$ cat src/rtl/keypad_scan_3x4.sv
// Column-scanning front end for a 3x4 key matrix: drives one column low at a time,
// samples the synchronised rows and publishes an active-low key image per frame.
// Optional ghost-frame suppression is compiled in with `define KEYPAD_GHOST_MASK_EN.
module keypad_scan_3x4 #(
    parameter int CLK_DIV = 1000,
    parameter int SETTLE  = 8
) (
    input  logic        clk,
    input  logic        aresetn,
    output logic [2:0]  o_col_n,
    input  logic [3:0]  i_row_n,
    output logic [11:0] o_button_n,
    output logic        o_sync_n
);

    localparam int DIV_W = $clog2(CLK_DIV);
    localparam logic [DIV_W-1:0] DIV_LAST   = DIV_W'(CLK_DIV - 1);
    localparam logic [DIV_W-1:0] SETTLE_END = DIV_W'(SETTLE + 1);

    generate
        if (CLK_DIV < SETTLE + 4) begin : g_bad_params
            $error("keypad_scan_3x4: CLK_DIV must be at least SETTLE+4");
        end
    endgenerate

    typedef enum logic [2:0] {
        S_IDLE,
        S_SETTLE,
        S_SAMPLE,
        S_HOLD,
        S_PUBLISH
    } state_t;

    state_t           state_q, state_d;
    logic [DIV_W-1:0] div_q, div_d;
    logic [1:0]       col_q, col_d;
    logic [2:0]       col_n_q, col_n_d;
    logic [3:0]       row_meta_q, row_sync_q;
    logic [11:0]      shadow_q, shadow_d;
    logic [11:0]      button_q, button_d;
    logic             pub_q, pub_d;
    logic             sync_n_q;

    logic [11:0]      col_hit;
    logic [11:0]      row_bit;
    logic             frame_ghost;

    // Spread the sampled rows across the image so one column write touches bits r*3+col.
    genvar gi;
    generate
        for (gi = 0; gi < 12; gi++) begin : g_img_map
            assign col_hit[gi] = (col_q == 2'(gi % 3));
            assign row_bit[gi] = row_sync_q[gi / 3];
        end
    endgenerate

`ifdef KEYPAD_GHOST_MASK_EN
    logic [11:0] pressed;
    logic        rect;

    assign pressed = ~shadow_q;

    // A rectangle of closed contacts makes a fourth, phantom closure indistinguishable.
    always_comb begin
        rect = 1'b0;
        for (int r1 = 0; r1 < 3; r1++) begin
            for (int r2 = r1 + 1; r2 < 4; r2++) begin
                if ($countones(pressed[r1*3 +: 3] & pressed[r2*3 +: 3]) >= 2) begin
                    rect = 1'b1;
                end
            end
        end
    end

    assign frame_ghost = ($countones(pressed) >= 3) && rect;
`else
    assign frame_ghost = 1'b0;
`endif

    always_comb begin
        state_d  = state_q;
        div_d    = div_q;
        col_d    = col_q;
        col_n_d  = col_n_q;
        shadow_d = shadow_q;
        button_d = button_q;
        pub_d    = 1'b0;
        case (state_q)
            S_IDLE: begin
                col_d   = 2'd0;
                col_n_d = 3'b110;
                div_d   = '0;
                state_d = S_SETTLE;
            end
            S_SETTLE: begin
                div_d = div_q + 1'b1;
                if (div_q == SETTLE_END) begin
                    state_d = S_SAMPLE;
                end
            end
            S_SAMPLE: begin
                div_d    = div_q + 1'b1;
                shadow_d = (shadow_q & ~col_hit) | (row_bit & col_hit);
                state_d  = S_HOLD;
            end
            S_HOLD: begin
                if (div_q == DIV_LAST) begin
                    if (col_q == 2'd2) begin
                        state_d = S_PUBLISH;
                    end else begin
                        col_d   = col_q + 1'b1;
                        col_n_d = {col_n_q[1:0], 1'b1};
                        div_d   = '0;
                        state_d = S_SETTLE;
                    end
                end else begin
                    div_d = div_q + 1'b1;
                end
            end
            S_PUBLISH: begin
                if (!frame_ghost) begin
                    button_d = shadow_q;
                    pub_d    = 1'b1;
                end
                col_d   = 2'd0;
                col_n_d = 3'b110;
                div_d   = '0;
                state_d = S_SETTLE;
            end
            default: begin
                state_d = S_IDLE;
            end
        endcase
    end

    always_ff @(posedge clk or negedge aresetn) begin
        if (!aresetn) begin
            state_q    <= S_IDLE;
            div_q      <= '0;
            col_q      <= 2'd0;
            col_n_q    <= 3'b111;
            row_meta_q <= 4'hF;
            row_sync_q <= 4'hF;
            shadow_q   <= 12'hFFF;
            button_q   <= 12'hFFF;
            pub_q      <= 1'b0;
            sync_n_q   <= 1'b1;
        end else begin
            state_q    <= state_d;
            div_q      <= div_d;
            col_q      <= col_d;
            col_n_q    <= col_n_d;
            row_meta_q <= i_row_n;
            row_sync_q <= row_meta_q;
            shadow_q   <= shadow_d;
            button_q   <= button_d;
            pub_q      <= pub_d;
            // Strobe trails the image update by one cycle so the image is already settled.
            sync_n_q   <= ~pub_q;
        end
    end

    assign o_col_n    = col_n_q;
    assign o_button_n = button_q;
    assign o_sync_n   = sync_n_q;

endmodule

$ cat config.mk
export PLATFORM = sky130hd
export DESIGN_NAME = keypad_scan_3x4
export DESIGN_NICKNAME = d
export VERILOG_FILES = /design/src/rtl/keypad_scan_3x4.sv
export SDC_FILE = /design/constraint.sdc
export NUM_CORES = 1
export LEC_CHECK = 0
export ABC_AREA = 1
export CORE_UTILIZATION = 58
export CTS_CLUSTER_SIZE = 16
export DETAILED_ROUTE_END_ITERATION = 8
export DONT_BUFFER_PORTS = 1
export PLACE_DENSITY = 0.71
export REMOVE_ABC_BUFFERS = 1
export SYNTH_ARGS = -nofsm -noshare
export SYNTH_HDL_FRONTEND = slang
export SYNTH_SLANG_ARGS = --single-unit
$ cat constraint.sdc
create_clock -name clk -period 1.8 [get_ports clk]
set_input_delay 0.09 -clock clk [delete_from_list [all_inputs] [get_ports clk]]
set_output_delay 0.09 -clock clk [all_outputs]
set_load 0.02 [all_outputs]
### Word level (Yosys, flattened, before mapping)

Cells that the tools add are included.

* output and inout bits: 16
* word-level logic and storage cells: 52
* register bits: 52
* input port bits: 6

* muxes and demuxes: 14
* add/sub/neg operators: 2
* equal/unequal tests: 12
* reduce and logical (&&, ||, !) cells: 9
* bitwise gates (word level): 5

Operator list (number)
* $pmux W10 S3: 1
* $and A12 B12 Y12: 2
* $mux W10: 2
* $mux W3: 5
* $not A12 Y12: 1
* $or A12 B12 Y12: 1
* $pmux W3 S4: 1
* $add A10 B1 Y10 const B: 1
* $eq A10 B10 Y1 const B: 1
* $eq A10 B4 Y1 const B: 1
* $eq A3 B2 Y1 const B: 2
* $ne A2 B2 Y1 const B: 3
* $pmux W3 S2: 1
* $mux W2: 2
* $pmux W2 S2: 1
* $reduce_and A2 Y1: 2
* $reduce_or A2 Y1: 2
* $eq A3 B1 Y1 const B: 1
* $eq A3 B3 Y1 const B: 1
* $logic_not A3 Y1: 1
* $ne A3 B3 Y1 const B: 1
* $reduce_and A3 Y1: 1
* $reduce_bool A3 Y1: 1
* $add A2 B1 Y2 const B: 1
* other kinds (6): 6

### Logic depth before layout (Yosys ltp)

* word-level depth: 4
* gate-level depth with buffers: 10
* gate-level depth less buffers: 10

### Least setup slack after synthesis

No wires, ideal clock.

* path type: register to register
* start: register div_q[0]
* end: register div_q[0]
* required time: 1683 ps
* period minus slack after synthesis: 1374 ps
* library setup time: 117 ps
* buffers on the path: 1
* setup slack: 426 ps
* cell stages (with the launch flop): 10
* arrival time: 1257 ps
* cells stage by stage: dfrtp_1 ha_1 inv_1 nor2_2 nand3_2 nand2_2 buf_6 nor2_1 nand2_1 nand2_1

* word-level cells in the longest chain between the ends: 3
* elaborated cells between the ends (all ways): 6
* classes of those cells: 1 x add/sub; 2 x eq/ne; 2 x mux; 1 x reduce/logical

Ends and longest elaborated chain
* start, declared: line 35 `logic [DIV_W-1:0] div_q, div_d;`
* start signal, assigned: line 150 `div_q <= div_d;`
* $add A10 B1 Y10 or $eq A10 B10 Y1 (tied branches)
* $mux W10 or $ne A3 B3 Y1 (tied branches)
* $pmux W10 S3 or $reduce_and A2 Y1 (tied branches)

Several ways; a longest one is shown, not always the timed one.
A chain may end at the register's enable or synchronous reset.

### Worst setup path after layout

Ends and elaborated chain as after synthesis.

==> summary.md <==
| Metric | Value |
|---|---|
| P_sw | 0.000394 W |
| Slowest CP cell | dfrtp_1 |
| Antenna Nets Post-Route | 0 |
| Post-Layout Cell Count | 342 |
| Fin crit share | 89.9% |
| Final setup violation count | 0 |
| Core Region | 3970 um^2 |
| Number of global-route vias before repair | 1,666 |
| Share of layout cells above drive strength 1 | 21.2% |
| CTS buffer count | 5 |
| Path type of the worst setup path | register to register |
| Unrepaired setup endpoints after global routing | false |
| Worst slack at placement | 0.159 ns |
| Initial antenna violation count | 0 |
| Area Overhead vs Synth | 9.65% |
| Global-route wire length before repair | 7240 um |
| Mean area per synthesized cell | 8.60 um^2 |
| Delay-heaviest family, CP | simple AND/OR/NAND/NOR gates |
| Initial core utilization | 60.4% |
| CP max stage delay | 0.42 ns |
| Slew @ Worst Pin | 0.357 ns |
| Drt initial violations | 127 |
| Count of different cell masters after synthesis | 26 |
| Cell Chain, Critical Path | ha_1, inv_1, nor2_2, nand2_2, nand2_2, o21ai_0, nand2_1, nand2_1 |
| Longest Clk Path Bufs | 2 |
| Placer Congestion | 0.906 |
| Crit path from | div_q[0]$_DFFE_PN0P_ |
| Wirelength per Cell | 12.7 um |
| FILL cells | 346 |
| Die area | 4400 um^2 |
| Most numerous cell in the Yosys netlist | nand2_1 |
| Row cnt | 23 |
| Clock sink count | 52 |
| Status | finished clean |
| EDFF count, synth | 0 |
| Slew Limit Fails | 0 |
| Synth area leaders | dfstp_2 (39%), nand2_1 (18%), dfrtp_1 (17%) |
| Reg2Reg Launch Point | div_q[0]$_DFFE_PN0P_ |
| Sequential Power Share | 62.5% |
| Die width | 66.3 um |
| Post-synthesis sequential area ratio | 56.1% |
| Fin Clk Skew | 0.0101 ns |
| Post-Synthesis Cell Area | 2400 um^2 |
| Worst setup EP type | register |
| Die Y | 66.3 um |
| TNS Setup | 0 ns |
| Worst endpoint data arrival time | 1.81 ns |
| Routed vias/inst | 5.13 |
| Post-Syn Instances | 279 |
| Worst hold path type | input pin to async pin |
| Top-area cell type share of the netlist area | 39.4% |
| Boundary Pins | 22 |
| Fin util | 66.2% |
| Peak supply drop | 608 uV |
| Post-synth top area cell | dfstp_2 |
| Tmin final | 1.62 ns |
| Share of flip-flops with an asynchronous set or reset | 100% |
| PnR Total Power | 0.00192 W |
| Final worst slack | 0.182 ns |
| Setup repair bufs after CTS | 0 |
| Sw Share | 20.5% |
| P_int | 0.00152 W |
| Post-Place Cells | 328 |
| Maximum capacitance violations | 0 |
| Grt ovf | 0 |
| Highest clock rate | 618 MHz |
| Leakage Power | 1.22 nW |
| Combinational Power Share | 2.3% |
| H-tree depth | 2 |
| Drt drc | 0 |
| Routed wire length | 4330 um |
| Inserted Diodes | 0 |
| Vias | 1,755 |
| Overall routing resource usage | 22.3% |
| Most frequent cells after synthesis | nand2_1 (115), dfstp_2 (36), inv_1 (27) |
| Critical Path RT | 1.99 ns |
| Flops & latches, synth | 52 |
| Latest clock arrival within the worst-skew pair | 0.30 ns |
| Clock transition at path regs | 0.09 ns |
| Commonest register cell after synthesis | dfstp_2 |
| CP Max Fanout | 6 |
| Port-buffer cells | 0 |
| Pin count of the biggest net entering global routing | 53 |
| CTS tree | done |
| Fin nets | 302 |
| Setup crit start kind | register |
| CTS Root Buffer Type | clkbuf_8 |
| Worst path buffer plus inverter count | 1 |
| DRT Pass-1 Iters | 4 |
| Power per cell area | 729 nW/um^2 |
| HPWL after DPL | 3140 um |
| Clock network fraction of total power | 35.1% |
| Fin. Hold Viols | 0 |
| Syn. warnings | 0 |
| Worst slew margin | 75.9% |
==> worst paths after layout <==
| kind | endpoint | cells after the start | slack, ns |
|---|---|---|---|
| worst min register to register | row_sync_q[0]$_DFF_PN1_ | 0 | 0.36 |
| worst min-delay path | pub_q$_DFF_PN0_ | 2 | 0.30 |
| worst max register to register | div_q[0]$_DFFE_PN0P_ | 8 | 0.18 |
| worst max-delay path | div_q[0]$_DFFE_PN0P_ | 8 | 0.18 |
| max in group asynchronous | row_sync_q[2]$_DFF_PN1_ | 2 | 1.21 |
| min in group clk | row_meta_q[1]$_DFF_PN1_ | 1 | 0.33 |
==> per-stage QoR <==
stage               hold WS [ns]  instance area, um^2
floorplan                 -0.206                 2380
global placement          -0.205                 2450
detailed placement        -0.205                 2450
CTS                        0.296                 2630
global route               0.315                 2630
finish                     0.303                 2630
==> final cells by class <==
cell class	instances	area (um^2)	share of cell area (%)
multi-input combinational	194	921	35.0
timing repair buffer	8	92.6	3.52
clock inverter	1	6.26	0.238
tap	50	62.6	2.38
clock buffer	7	86.3	3.28
inverter	30	115	4.38
sequential	52	1350	51.2
==> metal layers <==
metal	vias up	global-route usage [%]	wire length [um]
li1	887	-	-
met1	817	27.6	1970
met2	38	36.9	2100
met3	13	4.48	152
met4	0	11.2	112
met5	-	0	0
==> cell families after synthesis <==
logic type                 synth area share (%)
xor gates and xnor gates                  0.730
adders and majority gates                  2.61
and+or+nand+nor                            29.3
DFF                                        56.1
buffers and inverters                      5.69
AOI/OAI and AO/OA                          5.58
==> power by group through the flow <==
stage | clock, W | sequential [W] | combinational [W]
floorplan | 0 | 0.00122 | 0.00000599
global placement | 0 | 0.00122 | 0.00000772
detailed placement | 0 | 0.00122 | 0.00000828
CTS | 0.000689 | 0.00120 | 0.0000465
global route | 0.000736 | 0.00120 | 0.0000514
finish | 0.000674 | 0.00120 | 0.0000447
==> worst reg2reg max path, delay by kind of cell, from the launching register on <==
| kind | cells | cell delay (ns) |
|---|---|---|
| flops | 1 | 0.42 |
| compound gates | 1 | 0.17 |
| fa+ha+maj | 1 | 0.24 |
| buf+inv | 1 | 0.08 |
| simple gates | 5 | 0.60 |
==> cells in the final DEF (no fill, tap or decap), drive strengths merged, types with 2 or more instances in the layout <==
master and n:
nand2 119, nor3 2, nor2 21, clkbuf 7
nand4 3, dlygate4sd3 5, o21ai 22, nand3 17
buf 3, dfstp 36, ha 5, dfrtp 16
inv 31
==> timing repair <==
item                                    in CTS  in global routing
endpoints found under the hold margin       56                  0
hold buffers                                 6                  0
endpoints found under the setup margin       0                  6
resized for setup                            0                  1
No activity file was read; power rests on OpenSTA's default activity.
